--- config.mk ---
export PLATFORM = sky130hd
export DESIGN_NAME = cpu_top_pipeline_flat
export DESIGN_NICKNAME = d
export VERILOG_FILES = /design/src/rtl/cpu_top_pipeline_if.sv /design/src/rtl/cpu_top_pipeline.sv /design/src/flat_wrapper.sv
export SDC_FILE = /design/constraint.sdc
export NUM_CORES = 2
export LEC_CHECK = 0
export CAP_MARGIN = 20
export CORE_MARGIN = 1
export CORE_UTILIZATION = 25
export CTS_CLUSTER_SIZE = 25
export DETAILED_ROUTE_END_ITERATION = 16
export DONT_BUFFER_PORTS = 1
export PLACE_DENSITY_LB_ADDON = 0.25
export RECOVER_POWER = 100
export SYNTH_ARGS = -nofsm -noshare
export SYNTH_HDL_FRONTEND = slang
export SYNTH_SLANG_ARGS = --single-unit
--- constraint.sdc ---
create_clock -name clk -period 20 [get_ports clk]
set_input_delay 1 -clock clk [delete_from_list [all_inputs] [get_ports clk]]
set_output_delay 1 -clock clk [all_outputs]
set_load 0.01 [all_outputs]
--- src/rtl/cpu_top_pipeline_if.sv ---
// Bus port bundle used for both the instruction-fetch and data-access ports.
// Handshake: req_/grnt_ arbitration, then as_ held until rdy_ is sampled low.
interface cpu_top_pipeline_if;
    logic [31:0] rd_data;
    logic        rdy_;
    logic        grnt_;
    logic        req_;
    logic [29:0] addr;
    logic        as_;
    logic        rw;
    logic [31:0] wr_data;

    modport master (
        input  rd_data, rdy_, grnt_,
        output req_, addr, as_, rw, wr_data
    );

    modport slave (
        output rd_data, rdy_, grnt_,
        input  req_, addr, as_, rw, wr_data
    );
endinterface

--- src/rtl/cpu_top_pipeline.sv ---
// Multicycle 32-bit core: fetch -> execute -> optional memory access, with
// separate fetch and data bus masters and a single-level maskable interrupt.
module cpu_top_pipeline (
    input  logic               clk,
    input  logic               clk_,
    input  logic               reset,
    input  logic [7:0]         cpu_irq,
    cpu_top_pipeline_if.master if_bus,
    cpu_top_pipeline_if.master mem_bus
);
    typedef enum logic [2:0] {
        IF_REQ  = 3'd0,
        IF_ACC  = 3'd1,
        EX      = 3'd2,
        MEM_REQ = 3'd3,
        MEM_ACC = 3'd4
    } state_t;

    localparam logic [5:0] OP_AND  = 6'h00, OP_ANDI = 6'h01;
    localparam logic [5:0] OP_OR   = 6'h02, OP_ORI  = 6'h03;
    localparam logic [5:0] OP_XOR  = 6'h04, OP_XORI = 6'h05;
    localparam logic [5:0] OP_ADD  = 6'h06, OP_ADDI = 6'h07;
    localparam logic [5:0] OP_SUB  = 6'h08, OP_SHL  = 6'h09;
    localparam logic [5:0] OP_SHR  = 6'h0A, OP_LUI  = 6'h0B;
    localparam logic [5:0] OP_LDW  = 6'h16, OP_STW  = 6'h17;
    localparam logic [5:0] OP_BE   = 6'h1A, OP_BNE  = 6'h1B;
    localparam logic [5:0] OP_JMP  = 6'h1C, OP_CALL = 6'h1D;
    localparam logic [5:0] OP_EI   = 6'h20, OP_DI   = 6'h21;
    localparam logic [5:0] OP_RETI = 6'h22;
    localparam logic [29:0] IRQ_VECTOR = 30'h4;

    state_t      r_state;
    logic [29:0] r_pc;
    logic [29:0] r_epc;
    logic [31:0] r_ir;
    logic        r_ie;
    logic [31:0] r_gpr [32];

    logic        r_if_req_n;
    logic        r_if_as_n;
    logic [29:0] r_if_addr;
    logic        r_mem_req_n;
    logic        r_mem_as_n;
    logic        r_mem_rw;
    logic [29:0] r_mem_addr;
    logic [31:0] r_mem_wdata;

    logic [5:0]  w_op;
    logic [4:0]  w_ra_idx;
    logic [4:0]  w_rb_idx;
    logic [4:0]  w_rc_idx;
    logic [15:0] w_imm;
    logic [31:0] w_ra;
    logic [31:0] w_rb;
    logic [31:0] w_sext;
    logic [31:0] w_zext;
    logic [31:0] w_ea;
    logic [29:0] w_pc_inc;
    logic [29:0] w_br_tgt;
    logic        w_irq_pend;

    logic        w_wr_en;
    logic [4:0]  w_wr_idx;
    logic [31:0] w_wr_val;
    logic [29:0] w_pc_next;
    logic        w_ie_next;
    logic        w_is_mem;

    // The inverted clock only feeds downstream memories, and the byte offset of
    // the effective address is not part of a word access.
    logic w_unused;
    assign w_unused = ^{clk_, w_ea[1:0]};

    assign w_op     = r_ir[31:26];
    assign w_ra_idx = r_ir[25:21];
    assign w_rb_idx = r_ir[20:16];
    assign w_rc_idx = r_ir[15:11];
    assign w_imm    = r_ir[15:0];

    assign w_ra       = (w_ra_idx == 5'd0) ? 32'h0 : r_gpr[w_ra_idx];
    assign w_rb       = (w_rb_idx == 5'd0) ? 32'h0 : r_gpr[w_rb_idx];
    assign w_sext     = {{16{w_imm[15]}}, w_imm};
    assign w_zext     = {16'h0, w_imm};
    assign w_ea       = w_ra + w_sext;
    assign w_pc_inc   = r_pc + 30'd1;
    assign w_br_tgt   = w_pc_inc + {{14{w_imm[15]}}, w_imm};
    assign w_irq_pend = |cpu_irq;

    assign if_bus.req_     = r_if_req_n;
    assign if_bus.as_      = r_if_as_n;
    assign if_bus.addr     = r_if_addr;
    assign if_bus.rw       = 1'b1;
    assign if_bus.wr_data  = 32'h0;
    assign mem_bus.req_    = r_mem_req_n;
    assign mem_bus.as_     = r_mem_as_n;
    assign mem_bus.addr    = r_mem_addr;
    assign mem_bus.rw      = r_mem_rw;
    assign mem_bus.wr_data = r_mem_wdata;

    // Execute-stage decode: register writeback, next PC and next IE.
    always_comb begin
        w_wr_en   = 1'b0;
        w_wr_idx  = w_rc_idx;
        w_wr_val  = 32'h0;
        w_pc_next = w_pc_inc;
        w_ie_next = r_ie;
        w_is_mem  = 1'b0;
        case (w_op)
            OP_AND:  begin w_wr_en = 1'b1; w_wr_val = w_ra & w_rb; end
            OP_ANDI: begin w_wr_en = 1'b1; w_wr_idx = w_rb_idx; w_wr_val = w_ra & w_zext; end
            OP_OR:   begin w_wr_en = 1'b1; w_wr_val = w_ra | w_rb; end
            OP_ORI:  begin w_wr_en = 1'b1; w_wr_idx = w_rb_idx; w_wr_val = w_ra | w_zext; end
            OP_XOR:  begin w_wr_en = 1'b1; w_wr_val = w_ra ^ w_rb; end
            OP_XORI: begin w_wr_en = 1'b1; w_wr_idx = w_rb_idx; w_wr_val = w_ra ^ w_zext; end
            OP_ADD:  begin w_wr_en = 1'b1; w_wr_val = w_ra + w_rb; end
            OP_ADDI: begin w_wr_en = 1'b1; w_wr_idx = w_rb_idx; w_wr_val = w_ra + w_sext; end
            OP_SUB:  begin w_wr_en = 1'b1; w_wr_val = w_ra - w_rb; end
            OP_SHL:  begin w_wr_en = 1'b1; w_wr_val = w_ra << w_rb[4:0]; end
            OP_SHR:  begin w_wr_en = 1'b1; w_wr_val = w_ra >> w_rb[4:0]; end
            OP_LUI:  begin w_wr_en = 1'b1; w_wr_idx = w_rb_idx; w_wr_val = {w_imm, 16'h0}; end
            OP_LDW, OP_STW: w_is_mem = 1'b1;
            OP_BE:   if (w_ra == w_rb) w_pc_next = w_br_tgt;
            OP_BNE:  if (w_ra != w_rb) w_pc_next = w_br_tgt;
            OP_JMP:  w_pc_next = w_ra[31:2];
            OP_CALL: begin
                w_wr_en   = 1'b1;
                w_wr_idx  = 5'd31;
                w_wr_val  = {w_pc_inc, 2'b00};
                w_pc_next = w_ra[31:2];
            end
            OP_EI:   w_ie_next = 1'b1;
            OP_DI:   w_ie_next = 1'b0;
            OP_RETI: begin w_pc_next = r_epc; w_ie_next = 1'b1; end
            default: ;
        endcase
    end

    always_ff @(posedge clk) begin
        if (!reset) begin
            r_state     <= IF_REQ;
            r_pc        <= 30'h0;
            r_epc       <= 30'h0;
            r_ir        <= 32'h0;
            r_ie        <= 1'b0;
            r_if_req_n  <= 1'b1;
            r_if_as_n   <= 1'b1;
            r_if_addr   <= 30'h0;
            r_mem_req_n <= 1'b1;
            r_mem_as_n  <= 1'b1;
            r_mem_rw    <= 1'b1;
            r_mem_addr  <= 30'h0;
            r_mem_wdata <= 32'h0;
            for (int i = 0; i < 32; i++) r_gpr[i] <= 32'h0;
        end else begin
            case (r_state)
                IF_REQ: begin
                    r_if_req_n <= 1'b0;
                    if (!if_bus.grnt_) begin
                        r_state   <= IF_ACC;
                        r_if_as_n <= 1'b0;
                        r_if_addr <= r_pc;
                    end
                end
                IF_ACC: begin
                    if (!if_bus.rdy_) begin
                        r_ir       <= if_bus.rd_data;
                        r_state    <= EX;
                        r_if_req_n <= 1'b1;
                        r_if_as_n  <= 1'b1;
                        r_if_addr  <= 30'h0;
                    end
                end
                EX: begin
                    if (w_wr_en && w_wr_idx != 5'd0) r_gpr[w_wr_idx] <= w_wr_val;
                    if (w_is_mem) begin
                        r_state     <= MEM_REQ;
                        r_mem_req_n <= 1'b0;
                    end else begin
                        r_state    <= IF_REQ;
                        r_if_req_n <= 1'b0;
                        // IE here already reflects EI/DI/RETI of this instruction.
                        if (w_ie_next && w_irq_pend) begin
                            r_epc <= w_pc_next;
                            r_pc  <= IRQ_VECTOR;
                            r_ie  <= 1'b0;
                        end else begin
                            r_pc <= w_pc_next;
                            r_ie <= w_ie_next;
                        end
                    end
                end
                MEM_REQ: begin
                    if (!mem_bus.grnt_) begin
                        r_state     <= MEM_ACC;
                        r_mem_as_n  <= 1'b0;
                        r_mem_addr  <= w_ea[31:2];
                        r_mem_rw    <= (w_op == OP_LDW);
                        r_mem_wdata <= (w_op == OP_STW) ? w_rb : 32'h0;
                    end
                end
                MEM_ACC: begin
                    if (!mem_bus.rdy_) begin
                        if (w_op == OP_LDW && w_rb_idx != 5'd0) r_gpr[w_rb_idx] <= mem_bus.rd_data;
                        r_state     <= IF_REQ;
                        r_if_req_n  <= 1'b0;
                        r_mem_req_n <= 1'b1;
                        r_mem_as_n  <= 1'b1;
                        r_mem_rw    <= 1'b1;
                        r_mem_addr  <= 30'h0;
                        r_mem_wdata <= 32'h0;
                        if (r_ie && w_irq_pend) begin
                            r_epc <= w_pc_inc;
                            r_pc  <= IRQ_VECTOR;
                            r_ie  <= 1'b0;
                        end else begin
                            r_pc <= w_pc_inc;
                        end
                    end
                end
                default: r_state <= IF_REQ;
            endcase
        end
    end
endmodule

--- src/flat_wrapper.sv ---
// flat-port wrapper written by rule: the top's interface ports become plain ports
module cpu_top_pipeline_flat 
  (clk, clk_, reset, cpu_irq, if_bus_rd_data, if_bus_rdy_, if_bus_grnt_, if_bus_req_, if_bus_addr, if_bus_as_, if_bus_rw, if_bus_wr_data, mem_bus_rd_data, mem_bus_rdy_, mem_bus_grnt_, mem_bus_req_, mem_bus_addr, mem_bus_as_, mem_bus_rw, mem_bus_wr_data);
  cpu_top_pipeline_if if_bus_i ();
  cpu_top_pipeline_if mem_bus_i ();
  input  logic clk;
  input  logic clk_;
  input  logic reset;
  input  logic [7:0] cpu_irq;
  input wire logic [$bits(if_bus_i.rd_data)-1:0] if_bus_rd_data;
  input wire logic [$bits(if_bus_i.rdy_)-1:0] if_bus_rdy_;
  input wire logic [$bits(if_bus_i.grnt_)-1:0] if_bus_grnt_;
  output wire logic [$bits(if_bus_i.req_)-1:0] if_bus_req_;
  output wire logic [$bits(if_bus_i.addr)-1:0] if_bus_addr;
  output wire logic [$bits(if_bus_i.as_)-1:0] if_bus_as_;
  output wire logic [$bits(if_bus_i.rw)-1:0] if_bus_rw;
  output wire logic [$bits(if_bus_i.wr_data)-1:0] if_bus_wr_data;
  input wire logic [$bits(mem_bus_i.rd_data)-1:0] mem_bus_rd_data;
  input wire logic [$bits(mem_bus_i.rdy_)-1:0] mem_bus_rdy_;
  input wire logic [$bits(mem_bus_i.grnt_)-1:0] mem_bus_grnt_;
  output wire logic [$bits(mem_bus_i.req_)-1:0] mem_bus_req_;
  output wire logic [$bits(mem_bus_i.addr)-1:0] mem_bus_addr;
  output wire logic [$bits(mem_bus_i.as_)-1:0] mem_bus_as_;
  output wire logic [$bits(mem_bus_i.rw)-1:0] mem_bus_rw;
  output wire logic [$bits(mem_bus_i.wr_data)-1:0] mem_bus_wr_data;
  assign if_bus_i.rd_data = if_bus_rd_data;
  assign if_bus_i.rdy_ = if_bus_rdy_;
  assign if_bus_i.grnt_ = if_bus_grnt_;
  assign if_bus_req_ = if_bus_i.req_;
  assign if_bus_addr = if_bus_i.addr;
  assign if_bus_as_ = if_bus_i.as_;
  assign if_bus_rw = if_bus_i.rw;
  assign if_bus_wr_data = if_bus_i.wr_data;
  assign mem_bus_i.rd_data = mem_bus_rd_data;
  assign mem_bus_i.rdy_ = mem_bus_rdy_;
  assign mem_bus_i.grnt_ = mem_bus_grnt_;
  assign mem_bus_req_ = mem_bus_i.req_;
  assign mem_bus_addr = mem_bus_i.addr;
  assign mem_bus_as_ = mem_bus_i.as_;
  assign mem_bus_rw = mem_bus_i.rw;
  assign mem_bus_wr_data = mem_bus_i.wr_data;
  cpu_top_pipeline u_core (.clk(clk), .clk_(clk_), .reset(reset), .cpu_irq(cpu_irq), .if_bus(if_bus_i), .mem_bus(mem_bus_i));
endmodule
* Word-level counts from Yosys, hierarchy flattened
Memory sizes are Yosys's and may differ from the RTL's. A register that Yosys moved wholly into a read port is not among the register bits.
Cells that the tools add are included.
** Storage, ports and cells
- Bits in registers :: 193
- Bits in writable memories :: 1024
- Input port bits :: 79
- Output and inout bits :: 130
- Logic and storage cells :: 167
- Memories :: 1
** Operators by class
- Add/sub/neg operators :: 5
- Equality and inequality tests :: 34
- Shift operators :: 2
- Mux-type cells :: 74
- Bitwise operators :: 7
- Reduce and logical (&&, ||, !) cells :: 31
** Memories
- u_core.r_gpr :: depth 32, width 32, read ports 2, clocked after Yosys merged registers in 2, write ports 32, RTL line cpu_top_pipeline.sv:37 : logic [31:0] r_gpr [32];
** Operators with widths (count)
- 30-bit 2-to-1 mux :: 14
- 32-bit one-hot mux with 13 select lines :: 1
- 30-bit one-hot mux with 2 select lines :: 4
- 32-bit 2-to-1 mux :: 7
- 30-bit one-hot mux with 4 select lines :: 1
- 32-bit adder :: 2
- 32-bit one-hot mux with 2 select lines :: 1
- 32-bit OR reduction :: 2
- 6-bit by 5-bit == test with 1-bit output, second input constant :: 6
- 32-bit by 16-bit bitwise AND with 32-bit output :: 1
- 32-bit bitwise AND :: 1
- 32-bit == test :: 1
- 32-bit != test :: 1
- 32-bit by 16-bit OR with 32-bit output :: 1
- 32-bit OR :: 1
- 32-bit by 5-bit << shifter with 32-bit output :: 1
- 32-bit by 5-bit >> shifter with 32-bit output :: 1
- 32-bit subtractor :: 1
- 32-bit by 16-bit XOR with 32-bit output :: 1
- 32-bit XOR :: 1
- 30-bit by 1-bit adder with 30-bit output, second input constant :: 1
- 30-bit adder :: 1
- 5-bit 2-to-1 mux :: 6
- 1-bit 2-to-1 mux :: 26
- other kinds (32) :: 70

* Longest topological paths before layout
- Word-level depth :: 12
- Depth in mapped cells :: 28
- Gate-level depth less buffers :: 21

* Least setup slack after synthesis
Ideal clock, no wire load.
- Path type :: reg-to-reg
- Start :: reg (tool-made name)
- End :: mem u_core.r_gpr[10][30], data pin
- Library setup time :: 266 ps
- Arrival time :: 6188 ps
- Data required time :: 19734 ps
- Path slack :: 13546 ps
- Stages on the path, launching flop included :: 26
- Buffers on the path :: 9
- Period minus slack after synthesis :: 6454 ps
- Cell sequence :: dfxtp_1 buf_6 buf_12 buf_12 buf_12 buf_12 buf_2 buf_1 mux4_2 mux4_2 nand2_1 a21oi_1 inv_1 ha_1 clkbuf_1 or3_1 or4_1 a211oi_1 o311ai_0 a21boi_1 o211ai_1 and4_1 or4_4 nor3_4 buf_4 nor2_1
** RTL lines (RTL line)
- end, declared :: cpu_top_pipeline.sv:37

==> metrics.md <==
| Metric | Value |
|---|---|
| Maxcap violations | between 70 and 80 |
| Final instance area | between 80000 and 90000 um^2 |
| Hold Crit Class | input pin to flop |
| Most frequent cells after synthesis | nor2_1, edfxtp_1, mux4_2, nand2_1, a21oi_1 |
| Mux cell area share after synthesis | 20.9% |
| Post-synth top flop | edfxtp_1 |
| Final Skew | around 110 ps |
| Top post-synthesis cells by area | edfxtp_1, mux4_2, nor2_1 |
| First-iteration detailed-routing DRC count | around 8300 |
| Main combinational cell family by area after synthesis | multiplexers |
| Clock tree root driver cell | clkbuf_16 |
| Share of cells above drive strength 1 | roughly 17% |
| Layout Cells excl Fill | about 10000 |
| Inst Count DP | 10200 |
| Clock Path Buffers | 4 |
| Register bit count reported by yosys | about 1200 |
| DR WL/cell | between 30 and 40 um |
| HPWL after detailed placement | roughly 220000 um |
| Final setup margin | 6240 ps |
| Clk_lat worst skew | about 860 ps |
| EDFF count, synth | between 1000 and 1500 |
| First-pass GRT wire length | approximately 460000 um |
| Crit path arrival time | around 14000 ps |
| Die ar. | ~300000 um^2 |
| Failing checks | capacitance limit, slew limit |
| # hold bufs at CTS | 0 |
| Die Width | around 550 um |
| TritonRoute pass-1 iters | 6 |
| Setup violators final | 0 |
| Syn. warnings | 0 |
| Global-route usage over all layers | a little over a fifth |
| Register area share after synthesis | between 40% and 50% |
| Final net count | 6637 |
| Layout area overhead | 11.1% |
| Setup bufs post-CTS | 0 |
| Synth Area in Compound Gates | between 10% and 20% |
| Placeable Area | 298000 um^2 |
| Clock transition at the registers of the reported paths | about 60 ps |
| GPL Wtd Cong | 0.999 |
| Row cnt | 200 |
| CTS tree | built |
| Simple-Gate Fraction of Synth Area | about an eighth |
| Async set-reset flop share out of synthesis | 0% |
| Starting density of the core | 25.2% |
| R2R depth | 20 |
| Max-slew violations | about 2500 |
| DR vias/cell | between 5 and 6 |
| Synthesized netlist cell count | 6563 |
| Xor/xnor share of the synthesized area | under 10% |
| DR DRC count | 0 |
| Via count | around 60000 |
| Pleak | 27.6 nW |
| Syn_area_per_cell | around 11 um^2 |
| Status | complete, but fails checks |
| Chip Height | around 550 um |
| Critical path peak fanout | 33 |
| Reg area | 34800 um^2 |
| Port Buffers | 0 |
| Synth top area share | 40.9% |
| RSZ-0062 raised after global routing | no |
| TritonCTS Buffers | between 100 and 150 |
| Initial antenna violation count | 28 |
| Slew margin rel. | -405% |
| Total routed wirelength | between 300000 and 400000 um |
| Vias in the first global route | 56500 |
| Most frequent cell after synthesis | nor2_1 |
| Ports | between 200 and 250 |
| Req. time, crit path | 20470 ps |
| Largest area contributor in the netlist | edfxtp_1 |
| Tcrit/Tclk final | ~69% |
| Post-synthesis adder-cell area fraction | under 10% |
| Total Neg Setup Slack | 0 ps |
| Fmax | 72.7 MHz |
| Area of placed instances | slightly below 80000 um^2 |
| H-tree depth | 4 |
| Max VDD drop | around 0.062 mV |
| Tmin final | 13760 ps |
| Fin. Hold Viols | 0 |
| Post-CTS Resized | 0 |
| Multi-input gate area in the final layout | around 37000 um^2 |
| Grt total ovfl | 0 |
| Total clock sinks | about 1200 |
| Pre-CTS setup slack | ~11000 ps |
| Slew @ Worst Pin | roughly 7600 ps |
| Post-Syn Area | roughly 75000 um^2 |
| Largest net degree at the start of global routing | 110 |
| CP endpoint kind | flop |
| Synth cell types | roughly 120 |
| Startpoint Class | flop |
| Pwr Density | ~84 nW/um^2 |
| Kind of critical path | flop to flop |
| Detail Route Antenna Nets | 0 |
| Layout fillers | 30700 |
| Hold Path Depth | 1 |
cells in the final DEF, fill, tap and decap left out, drive strengths merged, types with 38 or more instances in the layout:
master,netlist,routed
and3,49,49
conb,2,65
nor2,1278,1278
clkbuf,304,267
o22ai,54,54
a21o,48,48
edfxtp,1024,1024
o211ai,56,56
a22oi,115,115
nand3,63,63
nor3,63,63
dfxtp,203,203
xnor2,79,79
buf,306,158
a21oi,404,404
o21ai,235,235
mux2i,234,234
ha,166,166
o221ai,38,38
nand2,488,488
a221oi,74,74
inv,148,149
mux4,568,568
mux2,45,45
a211oi,39,39
clkinv,3,42
layout make-up:
type | instances | area share [%]
Antenna cell | 10 | 0.0300
Multi-Input combinational cell | 4632 | 44.4
Clock buffer | 198 | 4.84
Clock inverter | 50 | 0.568
Sequential cell | 1227 | 41.7
Inverter | 151 | 0.685
Tap cell | 3939 | 5.90
Timing Repair Buffer | 227 | 1.83
registers in the layout (all words and copies together), names as in the netlist, named ones only:
name	flops
u_core.mem_bus.as_	1
u_core.mem_bus.req_	1
u_core.r_ie	1
u_core.mem_bus.wr_data	32
u_core.r_state	3
u_core.r_epc	30
u_core.r_gpr	1024
u_core.mem_bus.addr	30
u_core.if_bus.addr	30
u_core.mem_bus.rw	1
u_core.r_pc	30
u_core.r_ir	32
u_core.if_bus.as_	1
u_core.if_bus.req_	1
metrics by stage:
| stage | hold slack [ps] | utilization (%) | total power, W |
|---|---|---|---|
| after floorplan | 417 | - | 0.00384 |
| after global routing | 283 | 28.0 | 0.00720 |
| after CTS | 269 | 28.2 | 0.00703 |
| after global placement | 441 | 26.7 | 0.00439 |
| after detailed placement | 434 | 26.7 | 0.00440 |
| final | 301 | 28.0 | 0.00701 |
cell families (layout without fill, tap and decap cells):
| group | Yosys count | count (layout) |
|---|---|---|
| AOI/OAI and AO/OA | 1311 | 1311 |
| xor gates and xnor gates | 113 | 113 |
| muxes | 847 | 847 |
| and+or+nand+nor | 2121 | 2121 |
| buffers and inverters | 767 | 626 |
| adders and majority gates | 175 | 175 |
| DFF | 1227 | 1227 |
| other | 2 | 75 |
report_power, final:
group / switching [W] / total (W) / internal [W]
combinational: 0.00102 / 0.00146 / 0.000442
sequential: 0.0000646 / 0.00292 / 0.00285
clock: 0.00111 / 0.00263 / 0.00152
total: 0.00219 / 0.00701 / 0.00482
per-layer routing:
metal,GRT usage (%),routed length [um]
met5,0,231
met4,8.01,13700
met3,5.01,33600
met2,33.8,151000
met1,28.5,136000
final timing paths:
| kind | from | to | slack [ps] |
|---|---|---|---|
| max | flop | u_core.r_gpr[18][9] | 6240 |
| min | reset | u_core.mem_bus.rw | 300 |
| max reg2reg | flop | u_core.r_gpr[18][9] | 6240 |
| min reg2reg | u_core.r_epc[13] | u_core.r_epc[13] | 450 |
critical path: stages, from the launching register on:
cell and delay, ps:
dfxtp_1 1750, clkbuf_1 2010, clkbuf_1 2290, mux4_2 730, mux4_2 570, o221ai_1 240, clkbuf_1 660, inv_1 250
ha_1 460, o21ba_2 250, o21bai_1 290, a21oi_1 120, o21ba_1 290, maj3_1 430, o21ai_0 340, xnor2_1 210
a221oi_1 270, o21ai_0 250, a211oi_4 350, clkbuf_1 1410, nor2_1 70
No activity file was read; power rests on OpenSTA's default activity.
